$ cat src/rtl/dbg_loader_pkg.sv
// Shared types and helpers for the debug program loader.
package dbg_loader_pkg;

    typedef enum logic [2:0] {
        S_IDLE,
        S_COLLECT,
        S_SETUP,
        S_WRITE,
        S_HOLD,
        S_DONE,
        S_ERROR
    } loader_state_t;

    localparam int unsigned INSTR_BYTES = 4;
    localparam int unsigned ADDR_STRIDE = 4;
    localparam int unsigned MAX_ADDR_W  = 128;

    // Instruction addresses are word aligned; low bits are dropped.
    function automatic logic [MAX_ADDR_W-1:0] align_addr(input logic [MAX_ADDR_W-1:0] addr);
        return addr & ~MAX_ADDR_W'(ADDR_STRIDE - 1);
    endfunction

endpackage

$ cat src/rtl/dbg_word_assembler.sv
// Collects little-endian bytes into one instruction word.
module dbg_word_assembler
    import dbg_loader_pkg::*;
(
    input  logic                     clk,
    input  logic                     rst,
    input  logic                     clear,
    input  logic                     byte_valid,
    input  logic [7:0]               byte_in,
    output logic [8*INSTR_BYTES-1:0] word,
    output logic                     word_done
);

    localparam int unsigned CNT_W = $clog2(INSTR_BYTES);

    logic [CNT_W-1:0]         byte_cnt;
    logic [8*INSTR_BYTES-1:0] lanes;

    // word already includes the byte being accepted this cycle
    always_comb begin
        word = lanes;
        word[8*byte_cnt +: 8] = byte_in;
    end

    assign word_done = byte_valid && (byte_cnt == CNT_W'(INSTR_BYTES - 1));

    always_ff @(posedge clk or posedge rst) begin
        if (rst) begin
            byte_cnt <= '0;
            lanes    <= '0;
        end else if (clear) begin
            byte_cnt <= '0;
            lanes    <= '0;
        end else if (byte_valid) begin
            lanes    <= word;
            byte_cnt <= word_done ? '0 : byte_cnt + CNT_W'(1);
        end
    end

endmodule

$ cat src/rtl/dbg_program_loader.sv
// Streams bytes into cpuCore instruction memory via the debug write port,
// holding the core in reset until the whole program is loaded.
module dbg_program_loader
    import dbg_loader_pkg::*;
#(
    parameter int unsigned XLEN               = 64,
    parameter int unsigned INSTRUCTION_LENGTH = XLEN / 2,
    parameter int unsigned LEN_W              = 16,
    parameter int unsigned SETUP_CYCLES       = 2,
    parameter int unsigned HOLD_CYCLES        = 1,
    parameter int unsigned TIMEOUT_CYCLES     = 1024
) (
    input  logic                          clk,
    input  logic                          rst,
    input  logic                          start,
    input  logic [XLEN-1:0]               base_addr,
    input  logic [LEN_W-1:0]              load_len,
    input  logic                          in_valid,
    output logic                          in_ready,
    input  logic [7:0]                    in_byte,
    output logic                          dbg_wr_en,
    output logic [XLEN-1:0]               dbg_addr,
    output logic [INSTRUCTION_LENGTH-1:0] dbg_instr,
    output logic                          core_rst,
    output logic                          busy,
    output logic                          done,
    output logic                          err
);

    loader_state_t                 state_q, state_d;
    logic [31:0]                   timer_q, timer_d;
    logic [XLEN-1:0]               addr_q, addr_d;
    logic [INSTRUCTION_LENGTH-1:0] instr_q, instr_d;
    logic [LEN_W-1:0]              cnt_q, cnt_d;
    logic [LEN_W-1:0]              len_q, len_d;
    logic [LEN_W-1:0]              cnt_inc;
    logic                          handshake;
    logic                          asm_clear;
    logic                          word_done;
    logic [8*INSTR_BYTES-1:0]      asm_word;

    assign handshake = in_valid && (state_q == S_COLLECT);
    assign cnt_inc   = cnt_q + LEN_W'(1);

    dbg_word_assembler u_asm (
        .clk        (clk),
        .rst        (rst),
        .clear      (asm_clear),
        .byte_valid (handshake),
        .byte_in    (in_byte),
        .word       (asm_word),
        .word_done  (word_done)
    );

    always_ff @(posedge clk or posedge rst) begin
        if (rst) begin
            state_q <= S_IDLE;
            timer_q <= '0;
            addr_q  <= '0;
            instr_q <= '0;
            cnt_q   <= '0;
            len_q   <= '0;
        end else begin
            state_q <= state_d;
            timer_q <= timer_d;
            addr_q  <= addr_d;
            instr_q <= instr_d;
            cnt_q   <= cnt_d;
            len_q   <= len_d;
        end
    end

    always_comb begin
        state_d   = state_q;
        timer_d   = timer_q;
        addr_d    = addr_q;
        instr_d   = instr_q;
        cnt_d     = cnt_q;
        len_d     = len_q;
        asm_clear = 1'b0;
        case (state_q)
            S_IDLE, S_DONE, S_ERROR: begin
                if (start) begin
                    addr_d    = XLEN'(align_addr(MAX_ADDR_W'(base_addr)));
                    cnt_d     = '0;
                    len_d     = load_len;
                    timer_d   = '0;
                    asm_clear = 1'b1;
                    state_d   = (load_len == '0) ? S_DONE : S_COLLECT;
                end
            end
            S_COLLECT: begin
                if (handshake) begin
                    timer_d = '0;
                    if (word_done) begin
                        instr_d = INSTRUCTION_LENGTH'(asm_word);
                        state_d = S_SETUP;
                    end
                end else if (TIMEOUT_CYCLES != 0) begin
                    // timer counts idle cycles since the last accepted byte
                    if (timer_q == 32'(TIMEOUT_CYCLES - 1)) begin
                        timer_d   = '0;
                        asm_clear = 1'b1;
                        state_d   = S_ERROR;
                    end else begin
                        timer_d = timer_q + 32'd1;
                    end
                end
            end
            S_SETUP: begin
                if (timer_q == 32'(SETUP_CYCLES - 1)) begin
                    timer_d = '0;
                    state_d = S_WRITE;
                end else begin
                    timer_d = timer_q + 32'd1;
                end
            end
            S_WRITE: begin
                timer_d = '0;
                state_d = S_HOLD;
            end
            S_HOLD: begin
                if (timer_q == 32'(HOLD_CYCLES - 1)) begin
                    timer_d = '0;
                    cnt_d   = cnt_inc;
                    addr_d  = addr_q + XLEN'(ADDR_STRIDE);
                    state_d = (cnt_inc == len_q) ? S_DONE : S_COLLECT;
                end else begin
                    timer_d = timer_q + 32'd1;
                end
            end
            default: state_d = S_IDLE;
        endcase
    end

    assign in_ready  = (state_q == S_COLLECT);
    assign dbg_wr_en = (state_q == S_WRITE);
    assign busy      = (state_q == S_COLLECT) || (state_q == S_SETUP) ||
                       (state_q == S_WRITE)   || (state_q == S_HOLD);
    assign done      = (state_q == S_DONE);
    assign err       = (state_q == S_ERROR);
    assign core_rst  = (state_q != S_DONE);
    assign dbg_addr  = addr_q;
    assign dbg_instr = instr_q;

endmodule

$ cat config.mk
export PLATFORM = sky130hd
export DESIGN_NAME = dbg_program_loader
export DESIGN_NICKNAME = d
export VERILOG_FILES = /design/src/rtl/dbg_loader_pkg.sv /design/src/rtl/dbg_word_assembler.sv /design/src/rtl/dbg_program_loader.sv
export SDC_FILE = /design/constraint.sdc
export NUM_CORES = 1
export LEC_CHECK = 0
export ABC_CLOCK_PERIOD_IN_PS = 5300
export CAP_MARGIN = 30
export CORE_MARGIN = 4
export CORE_UTILIZATION = 35
export DETAILED_ROUTE_END_ITERATION = 8
export PLACE_DENSITY = 0.65
export SETUP_SLACK_MARGIN = 0.3
export SLEW_MARGIN = 10
export SYNTH_ARGS = -nofsm -noshare
export SYNTH_HDL_FRONTEND = slang
export SYNTH_HIERARCHICAL = 1
export SYNTH_SLANG_ARGS = --single-unit
export TNS_END_PERCENT = 30
$ cat constraint.sdc
create_clock -name clk -period 5.3 [get_ports clk]
set_clock_uncertainty 0.05 [all_clocks]
set_input_delay 1.06 -clock clk [delete_from_list [all_inputs] [get_ports clk]]
set_output_delay 1.06 -clock clk [all_outputs]
set_load 0.02 [all_outputs]
==> impl_results.md <==
* Post-synth EDFFs at 0
* Final setup violation count at 0
* Hold Vio Cnt, Final at 0
* DR vias at between 10000 and 15000
* # fillers at 3135
* Synthesis-stage register bit count at around 200
* Setup Fix Bufs, Post-CTS at 0
* Post-route ant nets at 0
* Data arrival, critical path at about 2.7 ns
* H-tree Lvls at 4
* CP Class: reg2out
* DRT Wirelength at approximately 34000 microns
* Worst setup path start: state_q[2]
* Synth unique cells at between 80 and 90
* Iteration-0 DRC Markers at roughly 680
* Psw at 0.003100 W
* Critical Path Fanout Max at 13
* CP Capture Type: output pin
* Ys async rst share at 1.000
* Pre-CTS worst setup slack at between 1 and 1.5 ns
* Pwr/cell area at 484.4 mW/mm^2
* Slew HR at 0.3743
* Setup ws final at 1.466 ns
* Min Tclk post-route at ~3.8 ns
* Detailed Routing Iterations Pass 1 at 7
* Area contributors post-synth: dfrtp_1, mux2_2, a21oi_1, nand2_1, o21ai_0
* Clk_lat worst skew at 0.46 ns
* Ys Warns at 6
* Largest net degree at the start of global routing at 99
* Die area at roughly 0.036 sq mm
* Least-Margin Pin Slew at roughly 0.94 ns
* Max clock buf depth at 2
* Core Region at about 0.033 sq mm
* First-pass GRT wire length at ~55000 microns
* Drt drc at 0
* Leading area contributor after synthesis: dfrtp_1
* Top cells by count, synth: dfrtp_1, nand2_1, a21oi_1, o21ai_0, nand3_1
* HPWL reported at the end of detailed placement at 23680 microns
* Cts hold-fix bufs at 0
* GRT Util Overall at 0.1854
* CTS tree: yes
* Die W at ~190 microns
* Syn-to-layout area delta at 24.65%
* Die Ht at between 150 and 200 microns
* Logic gate share of total power at 0.478
* Switching share of total power at 0.4433
* Clk slew on worst S/H paths at 0.09 ns
* RSZ-0062 raised after global routing: false
* Count leader, synth: dfrtp_1
* Vias in the first global route at 10080
* # port buffers at 189
* Final nets at between 1000 and 1500
* Data required, critical path at around 4.2 ns
* Mapped cell area at 0.01158 sq mm
* Grt ovf at 0
* CTS buffer count at 17
* Final cycle utilization of the critical path at 0.7233
* Sequential Power Share at 0.336
* Cells after Synth at roughly 1300
* Sequential share of the synthesized area at 0.4213
* Number of I/O pins at between 150 and 200
* Status: completed
* Maxcap violations at 0
* Max-slew violation count at 0
* Total negative setup slack at 0 ns
* Fmax at approximately 260 MHz
* Initial core utilization at 0.3551
* Worst hold path startpoint: u_asm/lanes[10]
* Layout cells sized above 1 at 0.1072
* Primary FF master, synth: dfrtp_1
* Initial antenna violation count at 3
* Clock share of power at 0.187
* CP Launch Type: flop
* CTS root buf: clkbuf_16
* WL/cell at 18.60 microns
* # rows at 66
* Worst Hold Class: reg2reg
* Average footprint of a synthesized cell at 9.237 sq um
* Leak pwr at 5.506 nW
* Top cell type's share of synthesized area at 0.4213
* Final design utilization at 0.4427
* R2r startpoint: state_q[2]
* Int Power at 0.003893 W
* GPL Wtd Cong at between 0.8 and 0.9
* Clock sink count at 195
* PostCTS Resize Cnt at 0
* Drt via density at 5.722
* Worst IR Drop VDD at about 340 uV
path summary, 6_finish.rpt:
path / to / slack (ns) / cells after the start
max reg2reg: u_asm/lanes[20] / 1.95 / 9
max in group asynchronous: cnt_q[13] / 3.34 / 3
max: done / 1.47 / 5
min reg2reg: u_asm/lanes[10] / 0.44 / 1
min in group asynchronous: dbg_instr[23] / 1.01 / 2
min: u_asm/lanes[10] / 0.44 / 1
cells by family (layout without fill, tap and decap cells):
group,Yosys count,count (layout),synth area share
AND/OR/NAND/NOR,449,449,0.2153
buffers and inverters,157,301,0.05703
AO/OA/AOI/OAI,350,350,0.2144
other,1,5,0.0003237
adder cells (fa/ha/maj),11,11,0.01167
XOR/XNOR,36,36,0.02722
flip-flops,195,195,0.4213
multiplexers,55,55,0.05282
stage by stage:
step	cell area, sq um	power (W)	cells	hold slack [ns]
6_report	14440	0.006994	1844	0.4442
3_3_place_gp	13820	0.005612	1808	0.4230
2_1_floorplan	11590	0.004416	1255	0.4061
3_5_place_dp	13820	0.005682	1808	0.4281
4_1_cts	14400	0.007001	1840	0.4486
5_1_grt	14440	0.007419	1844	0.4524
registers in the layout, summed over array words and instances (netlist names):
name	count
dbg_addr	62
dbg_instr	32
timer_q	32
u_asm/lanes	32
cnt_q	16
len_q	16
state_q	3
u_asm/byte_cnt	2
critical path, stage by stage, from the launching register on:
cell and delay [ns]:
dfrtp_1 0.63, clkinv_1 0.31, nor2_1 0.36, nand2_1 0.17, inv_1 0.17, clkdlybuf4s50_1 0.63
power by group through the flow:
| stage | Clock [W] | Combinational (W) | Sequential (W) |
|---|---|---|---|
| final | 0.00130 | 0.00334 | 0.00235 |
| after floorplan | 0 | 0.00191 | 0.00250 |
| after global placement | 0 | 0.00327 | 0.00235 |
| after CTS | 0.00134 | 0.00333 | 0.00233 |
| after global routing | 0.00140 | 0.00361 | 0.00241 |
| after detailed placement | 0 | 0.00332 | 0.00236 |
cells in the final DEF, fill, tap and decap left out, types with 7 or more instances in the layout:
cell type	n
a21o_1	7
a21oi_1	74
a22o_1	11
a22oi_1	8
a2bb2oi_1	16
a31oi_1	10
a32o_1	9
and2_1	11
and3_1	16
and4_1	13
buf_4	23
clkbuf_16	17
clkdlybuf4s50_1	189
dfrtp_1	195
ha_1	10
inv_1	53
mux2_2	49
nand2_1	99
nand3_1	66
nand4_1	32
nand4b_1	24
nor2_1	63
nor2b_1	10
nor3_1	27
nor3b_1	7
nor4_1	28
o211ai_1	9
o21ai_0	67
o22a_1	7
o22ai_1	46
o2bb2ai_1	12
o31ai_1	11
o32ai_2	16
or3_1	9
or4_1	13
xnor2_1	26
xor2_1	10
layout make-up:
class / count / area, sq um / area share
timing repair buffer: 214 / 2112 / 0.1463
sequential: 195 / 4880 / 0.3380
clock inverter: 15 / 161.4 / 0.01118
multi-input combinational: 903 / 6090 / 0.4218
inverter: 55 / 210.2 / 0.01456
clock buffer: 17 / 425.4 / 0.02946
antenna: 3 / 7.507 / 0.0005199
tap: 442 / 553.0 / 0.03830
routing by layer:
layer	GRT usage	routed length, microns
met3	0.03780	2028
met5	0	0
met4	0.05982	766
met1	0.2561	15490
met2	0.2933	16020
(Power assumes the default switching activity.)
